**config.mk**
```make
export PLATFORM = sky130hd
export DESIGN_NAME = logic_unit_pipe_flat
export DESIGN_NICKNAME = d
export VERILOG_FILES = /design/src/rtl/alu_pkg.sv /design/src/rtl/logic_unit_pipe_if.sv /design/src/rtl/logic_pipe_stage.sv /design/src/rtl/logic_unit_pipe.sv /design/src/flat_wrapper.sv
export SDC_FILE = /design/constraint.sdc
export NUM_CORES = 1
export LEC_CHECK = 0
export CELL_PAD_IN_SITES_DETAIL_PLACEMENT = 1
export CELL_PAD_IN_SITES_GLOBAL_PLACEMENT = 2
export CORE_MARGIN = 1.5
export CORE_UTILIZATION = 30
export CTS_CLUSTER_SIZE = 25
export DETAILED_ROUTE_END_ITERATION = 10
export GPL_ROUTABILITY_DRIVEN = 0
export PLACE_DENSITY = 0.83
export SETUP_SLACK_MARGIN = 0.5
export SLEW_MARGIN = 20
export SYNTH_ARGS = -nofsm -noshare
export SYNTH_HDL_FRONTEND = slang
export SYNTH_HIERARCHICAL = 1
export SYNTH_SLANG_ARGS = --single-unit
```
**constraint.sdc**
```tcl
create_clock -name clk -period 2.9 [get_ports clk]
set_input_delay 0.725 -clock clk [delete_from_list [all_inputs] [get_ports clk]]
set_output_delay 0.725 -clock clk [all_outputs]
set_load 0.1 [all_outputs]
```
**src/rtl/alu_pkg.sv**
```systemverilog
// Shared ALU definitions: opcode width and logic-unit opcode encodings.
package alu_pkg;

  localparam int unsigned FUNC_W = 3;

  localparam logic [FUNC_W-1:0] LOGIC_AND   = 3'b000;
  localparam logic [FUNC_W-1:0] LOGIC_OR    = 3'b001;
  localparam logic [FUNC_W-1:0] LOGIC_NAND  = 3'b010;
  localparam logic [FUNC_W-1:0] LOGIC_NOR   = 3'b011;
  localparam logic [FUNC_W-1:0] LOGIC_XOR   = 3'b100;
  localparam logic [FUNC_W-1:0] LOGIC_XNOR  = 3'b101;
  localparam logic [FUNC_W-1:0] LOGIC_NOTA  = 3'b110;
  localparam logic [FUNC_W-1:0] LOGIC_PASSA = 3'b111;

endpackage

```
**src/rtl/logic_unit_pipe_if.sv**
```systemverilog
// Operand/result handshake bus of the pipelined logic unit.
//   master: drives A, B, aluFunc, in_valid, out_ready (ALU issue side + consumer)
//   slave : drives in_ready, out_valid, logicOut, zeroFlag, parityFlag (logic unit)
interface logic_unit_pipe_if #(
  parameter int unsigned WIDTH  = 16,
  parameter int unsigned FUNC_W = 3
);
  logic [WIDTH-1:0]  A;
  logic [WIDTH-1:0]  B;
  logic [FUNC_W-1:0] aluFunc;
  logic              in_valid;
  logic              in_ready;
  logic              out_valid;
  logic              out_ready;
  logic [WIDTH-1:0]  logicOut;
  logic              zeroFlag;
  logic              parityFlag;

  modport master (
    output A, B, aluFunc, in_valid, out_ready,
    input  in_ready, out_valid, logicOut, zeroFlag, parityFlag
  );

  modport slave (
    input  A, B, aluFunc, in_valid, out_ready,
    output in_ready, out_valid, logicOut, zeroFlag, parityFlag
  );
endinterface

```
**src/rtl/logic_pipe_stage.sv**
```systemverilog
// One pipeline slot: valid bit plus result/flag payload with load/hold rule.
//   clk, rst           : clock, async active-low reset
//   i_load             : slot takes the upstream entry this cycle
//   i_valid/i_data/... : upstream entry
//   o_valid/o_data/... : held entry
module logic_pipe_stage #(
  parameter int unsigned WIDTH = 16
) (
  input  logic             clk,
  input  logic             rst,
  input  logic             i_load,
  input  logic             i_valid,
  input  logic [WIDTH-1:0] i_data,
  input  logic             i_zero,
  input  logic             i_par,
  output logic             o_valid,
  output logic [WIDTH-1:0] o_data,
  output logic             o_zero,
  output logic             o_par
);

  logic             r_valid;
  logic [WIDTH-1:0] r_data;
  logic             r_zero;
  logic             r_par;

  // Payload only moves with a valid entry so an emptied output keeps its last value.
  always_ff @(posedge clk or negedge rst) begin
    if (!rst) begin
      r_valid <= 1'b0;
      r_data  <= '0;
      r_zero  <= 1'b0;
      r_par   <= 1'b0;
    end else if (i_load) begin
      r_valid <= i_valid;
      if (i_valid) begin
        r_data <= i_data;
        r_zero <= i_zero;
        r_par  <= i_par;
      end
    end
  end

  assign o_valid = r_valid;
  assign o_data  = r_data;
  assign o_zero  = r_zero;
  assign o_par   = r_par;

endmodule

```
**src/rtl/logic_unit_pipe.sv**
```systemverilog
// Pipelined bitwise logic unit with zero/parity flags and valid/ready flow control.
//   clk  : system clock, rising edge
//   rst  : async active-low reset, discards all in-flight entries
//   busy : at least one pipeline slot holds a valid entry
//   bus  : operand/opcode input and result/flag output handshakes (slave side)
module logic_unit_pipe #(
  parameter int unsigned WIDTH  = 16,
  parameter int unsigned STAGES = 2,
  parameter int unsigned FUNC_W = alu_pkg::FUNC_W
) (
  input  logic               clk,
  input  logic               rst,
  output logic               busy,
  logic_unit_pipe_if.slave   bus
);

  import alu_pkg::*;

  logic [FUNC_W-1:0] w_func;
  logic [WIDTH-1:0]  w_res;
  logic              w_zero;
  logic              w_par;

  // Index 0 is the input side, index g+1 is the output of slot g.
  logic             w_v [STAGES+1];
  logic [WIDTH-1:0] w_d [STAGES+1];
  logic             w_z [STAGES+1];
  logic             w_p [STAGES+1];
  logic             w_ld [STAGES+1];

  assign w_func = bus.aluFunc;

  // Opcode decode.
  always_comb begin
    w_res = '0;
    case (w_func)
      LOGIC_AND:   w_res = bus.A & bus.B;
      LOGIC_OR:    w_res = bus.A | bus.B;
      LOGIC_NAND:  w_res = ~(bus.A & bus.B);
      LOGIC_NOR:   w_res = ~(bus.A | bus.B);
      LOGIC_XOR:   w_res = bus.A ^ bus.B;
      LOGIC_XNOR:  w_res = ~(bus.A ^ bus.B);
      LOGIC_NOTA:  w_res = ~bus.A;
      LOGIC_PASSA: w_res = bus.A;
      default:     w_res = bus.A;
    endcase
  end

  assign w_zero = (w_res == '0);
  assign w_par  = ^w_res;

  assign w_v[0] = bus.in_valid;
  assign w_d[0] = w_res;
  assign w_z[0] = w_zero;
  assign w_p[0] = w_par;

  // Load chain from the output backwards: a slot loads if empty or if its successor moves.
  always_comb begin
    w_ld[STAGES] = bus.out_ready;
    for (int i = int'(STAGES) - 1; i >= 0; i--) begin
      w_ld[i] = !w_v[i+1] || w_ld[i+1];
    end
  end

  for (genvar g = 0; g < int'(STAGES); g++) begin : g_stage
    logic_pipe_stage #(.WIDTH(WIDTH)) u_stage (
      .clk     (clk),
      .rst     (rst),
      .i_load  (w_ld[g]),
      .i_valid (w_v[g]),
      .i_data  (w_d[g]),
      .i_zero  (w_z[g]),
      .i_par   (w_p[g]),
      .o_valid (w_v[g+1]),
      .o_data  (w_d[g+1]),
      .o_zero  (w_z[g+1]),
      .o_par   (w_p[g+1])
    );
  end

  always_comb begin
    busy = 1'b0;
    for (int i = 1; i <= int'(STAGES); i++) begin
      busy = busy | w_v[i];
    end
  end

  assign bus.in_ready   = w_ld[0];
  assign bus.out_valid  = w_v[STAGES];
  assign bus.logicOut   = w_d[STAGES];
  assign bus.zeroFlag   = w_z[STAGES];
  assign bus.parityFlag = w_p[STAGES];

endmodule

```
**src/flat_wrapper.sv**
```systemverilog
// flat-port wrapper written by rule: the top's interface ports become plain ports
module logic_unit_pipe_flat import alu_pkg::*;
#(
  parameter int unsigned WIDTH  = 16,
  parameter int unsigned STAGES = 2,
  parameter int unsigned FUNC_W = alu_pkg::FUNC_W
)
  (clk, rst, busy, bus_A, bus_B, bus_aluFunc, bus_in_valid, bus_out_ready, bus_in_ready, bus_out_valid, bus_logicOut, bus_zeroFlag, bus_parityFlag);
  logic_unit_pipe_if #(.WIDTH(WIDTH), .FUNC_W(FUNC_W)) bus_i ();
  input  logic clk;
  input  logic rst;
  output logic busy;
  input wire logic [$bits(bus_i.A)-1:0] bus_A;
  input wire logic [$bits(bus_i.B)-1:0] bus_B;
  input wire logic [$bits(bus_i.aluFunc)-1:0] bus_aluFunc;
  input wire logic [$bits(bus_i.in_valid)-1:0] bus_in_valid;
  input wire logic [$bits(bus_i.out_ready)-1:0] bus_out_ready;
  output wire logic [$bits(bus_i.in_ready)-1:0] bus_in_ready;
  output wire logic [$bits(bus_i.out_valid)-1:0] bus_out_valid;
  output wire logic [$bits(bus_i.logicOut)-1:0] bus_logicOut;
  output wire logic [$bits(bus_i.zeroFlag)-1:0] bus_zeroFlag;
  output wire logic [$bits(bus_i.parityFlag)-1:0] bus_parityFlag;
  assign bus_i.A = bus_A;
  assign bus_i.B = bus_B;
  assign bus_i.aluFunc = bus_aluFunc;
  assign bus_i.in_valid = bus_in_valid;
  assign bus_i.out_ready = bus_out_ready;
  assign bus_in_ready = bus_i.in_ready;
  assign bus_out_valid = bus_i.out_valid;
  assign bus_logicOut = bus_i.logicOut;
  assign bus_zeroFlag = bus_i.zeroFlag;
  assign bus_parityFlag = bus_i.parityFlag;
  logic_unit_pipe #(.WIDTH(WIDTH), .STAGES(STAGES), .FUNC_W(FUNC_W)) u_core (.clk(clk), .rst(rst), .busy(busy), .bus(bus_i));
endmodule
```
# Yosys cells after proc, flatten, opt, wreduce, memory -nomap -nowiden
# Index checks and enable logic that the tools add are counted.
[totals] register_bits=38 input_bits=39 out_inout_bits=21 elab_cells=33
[classes] n_eq_ne=7 mux=1 bitwise_logic=8 n_reduce_logical=9
[op_table] op="16-bit one-hot mux with 8 select lines" n=1
[op_table] op="16-bit inverter" n=4
[op_table] op="16-bit AND" n=1
[op_table] op="16-bit logical NOT" n=1
[op_table] op="16-bit bitwise OR" n=1
[op_table] op="16-bit parity" n=1
[op_table] op="16-bit bitwise XOR" n=1
[op_table] op="3-bit equality test (second input constant)" n=4
[op_table] op="3-bit by 2-bit equality test with 1-bit output (second input constant)" n=2
[op_table] op="2-bit AND reduction" n=2
[op_table] op="3-bit by 1-bit equality test with 1-bit output (second input constant)" n=1
[op_table] op="3-bit logical NOT" n=1
[op_table] op="1-bit logical NOT" n=2
[op_table] op="1-bit logical OR" n=2
[op_table] op="1-bit bitwise OR" n=1

# Logic depth before layout (Yosys ltp)
[logic_depth] depth_word=4 ltp_mapped=11 ltp_nobuf=11

# By module
# Netlist, hierarchy kept.
[by_module_without_submodules] module="logic_unit_pipe" instances=1 cells_each=236 area_per_inst_um2=2054.5 seq_area_each_um2=0.0
[by_module_without_submodules] module="logic_pipe_stage" instances=2 cells_each=41 area_per_inst_um2=747.0 seq_area_each_um2=475.5

# Worst setup path after synthesis
# OpenSTA, ideal clock, no wires.
[synth_path] path_kind="register -> register" from="reg u_core.g_stage[1].u_stage.r_valid" to="reg u_core.g_stage[0].u_stage.r_data[10]" setup_time_ns=0.125 arrival_time_ns=2.963 required_ns=2.775 slack_ns=-0.188 stages_incl_launch_ff=5 path_buffers=1 synth_period_minus_slack_ns=3.088 cell_sequence="dfrtp_1 > nand3b_1 > nand2_4 > buf_8 > mux2_4"
[synth_via] elab_chain_cells=4
[synth_rtl] item="start, declared" line="logic_pipe_stage.sv:22" rtl="logic r_valid;"
[synth_rtl] item="start signal, assigned" line="logic_pipe_stage.sv:35" rtl="r_valid <= i_valid;"
[synth_rtl] item="1-bit logical NOT" line="logic_unit_pipe.sv:61" rtl="w_ld[i] = !w_v[i+1] || w_ld[i+1];"
[synth_rtl] item="1-bit logical OR (2 in series)" line="logic_unit_pipe.sv:61"
[synth_rtl] item="named net bus_in_ready" line="flat_wrapper.sv:18" rtl="output wire logic [$bits(bus_i.in_ready)-1:0] bus_in_ready;"
[synth_rtl] item="2-bit AND reduction (no line)"
[synth_rtl] item="end signal, assigned" line="logic_pipe_stage.sv:37" rtl="r_data <= i_data;"
[synth_rtl] item="end, declared" line="logic_pipe_stage.sv:23" rtl="logic [WIDTH-1:0] r_data;"
# The timed path passes the listed nets, and every way through them passes these cells.
# A chain may end at the register's enable or synchronous reset.

==> flow_metrics.tcl <==
set metrics [dict create \
    max_cap_violations 0 \
    switchingPower_w 0.00150 \
    maxSlewViolCount 0 \
    wl_met3_um 358 \
    antenna_left 0 \
    worst_slack_ps 357 \
    diodes 0 \
    area_growth_pct 51.1 \
    final.fill_count 1186 \
    grt_max_degree 39 \
    place_ws_ps -407 \
    start_util_pct 30.9 \
    met2_length_um 5560 \
    gr-total-overflow 0 \
    clkLatencyLatePin_ps 280 \
    fin_crit_sh_pct 87.7 \
    setup_tns_ps 0 \
    route.vias.total 2942 \
    syn-cell-area_sq_um 3550 \
    io_buffers 59 \
    hold_viol 0 \
    num_rows 39 \
    ctsHoldBuffers 0 \
    fin_area_sq_um 5360 \
    p_int_w 0.00181 \
    fmax_mhz 393 \
    p_per_area_nw_per_um2 617 \
    arrival_ps 2700 \
    seq_area_frac_synth_pct 26.8 \
    grt_pass1_wl_um 17200 \
    core-area_sq_um 11500 \
    antenna_found_initial 0 \
    postSynthRegisterBits 38 \
    crit_path_end_kind "flip-flop" \
    max_slew_margin_pct 42.7 \
    place_area_sq_um 4480 \
    htreeDepth 2 \
    worst-setup-path-type "primary input to flip-flop" \
    syn_area_per_cell_sq_um 11.2 \
    synth_edf_count 0 \
    timing.rr.start "u_core/g_stage[0].u_stage/o_valid" \
    wl_met1_um 4980 \
    tightest_slew_ps 860 \
    synth_warnings 6 \
    tritoncts "yes" \
    cp-startpoint "bus_aluFunc[0]" \
    synth.distinct_cells 31 \
    hpwl_um 7110 \
    wirelength_um 11000 \
    clockBufferDepth 2 \
    die_y_um 112 \
    ys.flop_type "dfrtp_1" \
    final_cell_mix "buf_4 (76), dfrtp_1 (37), inv_2 (31)" \
    ir_drop_uv 568 \
    routedWlPerCell_um 19.1 \
    sw_frac_of_total_pct 45.4 \
    path_max_fanout 13 \
    syn_nets 397 \
    rsz0062_at_grt "yes" \
    synth-async-reset-ratio_pct 100 \
    cts_made_buffers 5 \
    crit_required_ps 3060 \
    cts_sinks 38 \
    vias_per_cell 5.09 \
    setup_viol 0 \
    combPwrFrac_pct 57.9 \
    holdCritStartpoint "u_core/g_stage[1].u_stage/o_data[13]" \
    drt-initial-drc-count 136 \
    hold_path_class "flip-flop to flip-flop" \
    fin_skew_ps 6.07 \
    power_frac_seq_pct 23.6 \
    ios 60 \
    crit_path_start_kind "primary input" \
    dieWidth_um 112 \
    syn_inst 318 \
    p_clk_share_pct 18.5 \
    outcome "finished, final reports clean" \
    dr.max_layer_used "met4" \
    layout-drive-gt1-share_pct 67.8 \
    firstDrtPassIters 4 \
    grt_usage_pct 17.3 \
    nets 513 \
    layout_commonest_cell "buf_4" \
    clock-root-buffer "clkbuf_16" \
    period_needed_ps 2540 \
    clk_pin_slew_ps 60 \
    die_area_sq_um 12500 \
    grt_pass1_vias 3156 \
    drc 0 \
    p_leak_nw 2.40 \
]
-- cells in the mapped netlist (2+ instances only) --
| cell type | n | area, sq um |
|---|---|---|
| o22a_1 | 15 | 131 |
| nand2_4 | 2 | 22.5 |
| nand4_1 | 2 | 12.5 |
| buf_4 | 4 | 30.0 |
| mux2i_1 | 17 | 170 |
| xnor2_1 | 23 | 201 |
| a221o_1 | 15 | 150 |
| mux2_2 | 19 | 214 |
| buf_8 | 3 | 45.0 |
| nor2_1 | 2 | 7.51 |
| buf_2 | 3 | 15.0 |
| buf_12 | 2 | 40.0 |
| dfrtp_1 | 38 | 951 |
| nor3b_1 | 15 | 113 |
| a221oi_2 | 15 | 225 |
| ha_1 | 40 | 500 |
| o21ai_0 | 3 | 15.0 |
| buf_6 | 7 | 78.8 |
| mux2_4 | 18 | 270 |
| inv_1 | 50 | 188 |
| o22ai_1 | 15 | 93.8 |
-- area by class of cell --
cell class                 count  area (sq um)  share of cell area (%)
multi-input combinational    213          2830                    52.7
timing repair buffer         126          1050                    19.5
inverter                      50           188                    3.50
clock inverter                 2          37.5                   0.700
tap                          143           179                    3.34
clock buffer                   6           129                    2.40
sequential                    38           955                    17.8
-- kinds of logic (layout without fill, tap and decap cells) --
group	after synthesis	count (layout)	share of synthesized area, %
AO/OA/AOI/OAI	63	63	17.3
XOR/XNOR	24	24	5.92
adder cells (fa/ha/maj)	40	40	14.1
buffers and inverters	70	184	11.3
flip-flops	38	38	26.8
multiplexers	54	54	18.4
AND/OR/NAND/NOR	29	32	6.07
-- critical path, stage by stage --
cell and delay [ps]:
buf_12 130, buf_6 130, xnor2_2 130, a221o_1 390, o22ai_2 230, ha_4 250, xnor2_2 130, xnor2_1 200
xnor2_1 110, mux2_4 270
-- through the flow --
step | utilization (%) | hold slack, ps | total power [W] | cells
after global placement | 39.1 | 492 | 0.00245 | 549
final | 46.8 | 507 | 0.00331 | 578
after CTS | 45.4 | 514 | 0.00327 | 571
after detailed placement | 39.1 | 499 | 0.00250 | 549
after global routing | 46.8 | 526 | 0.00346 | 578
after floorplan | - | 429 | 0.00208 | 318
-- path summary, 6_finish.rpt --
check | endpoint | depth (start not counted) | slack (ps)
worst min register to register | u_core/g_stage[1].u_stage/o_data[13] | 1 | 510
max in group asynchronous | u_core/g_stage[1].u_stage/o_valid | 1 | 1710
worst max register to register | u_core/g_stage[0].u_stage/o_data[2] | 4 | 1350
worst min-delay path | u_core/g_stage[1].u_stage/o_data[13] | 1 | 510
worst max-delay path | u_core/g_stage[0].u_stage/o_par | 10 | 360
min in group asynchronous | u_core/g_stage[1].u_stage/o_data[13] | 1 | 570
-- per-layer routing --
layer,up-vias,GRT usage [%]
met5,-,0
met4,0,3.54
met3,10,2.01
met2,59,30.2
met1,1485,22.9
li1,1388,-
-- sequential cells by signal, summed over array words and instances, names as in the netlist --
signal                          cells
u_core/g_stage.u_stage/o_zero       2
u_core/g_stage.u_stage/o_valid      2
u_core/g_stage.u_stage/o_par        2
u_core/g_stage.u_stage/o_data      32
-- power by group through the flow --
stage / Sequential (W) / Combinational (W) / Clock, W
floorplan: 0.00146 / 0.000621 / 0
global placement: 0.000780 / 0.00167 / 0
detailed placement: 0.000794 / 0.00170 / 0
CTS: 0.000788 / 0.00185 / 0.000631
global route: 0.000805 / 0.00199 / 0.000664
finish: 0.000780 / 0.00192 / 0.000614
-- timing repair --
action                                  CTS  global route
gates cloned                              5             1
setup buffers                             9             6
endpoints found under the setup margin   13             1
resized for setup                       246            23
pin swaps                                67            28
hold endpoints to repair                  0             0
Power figures use the tool's default switching activity.
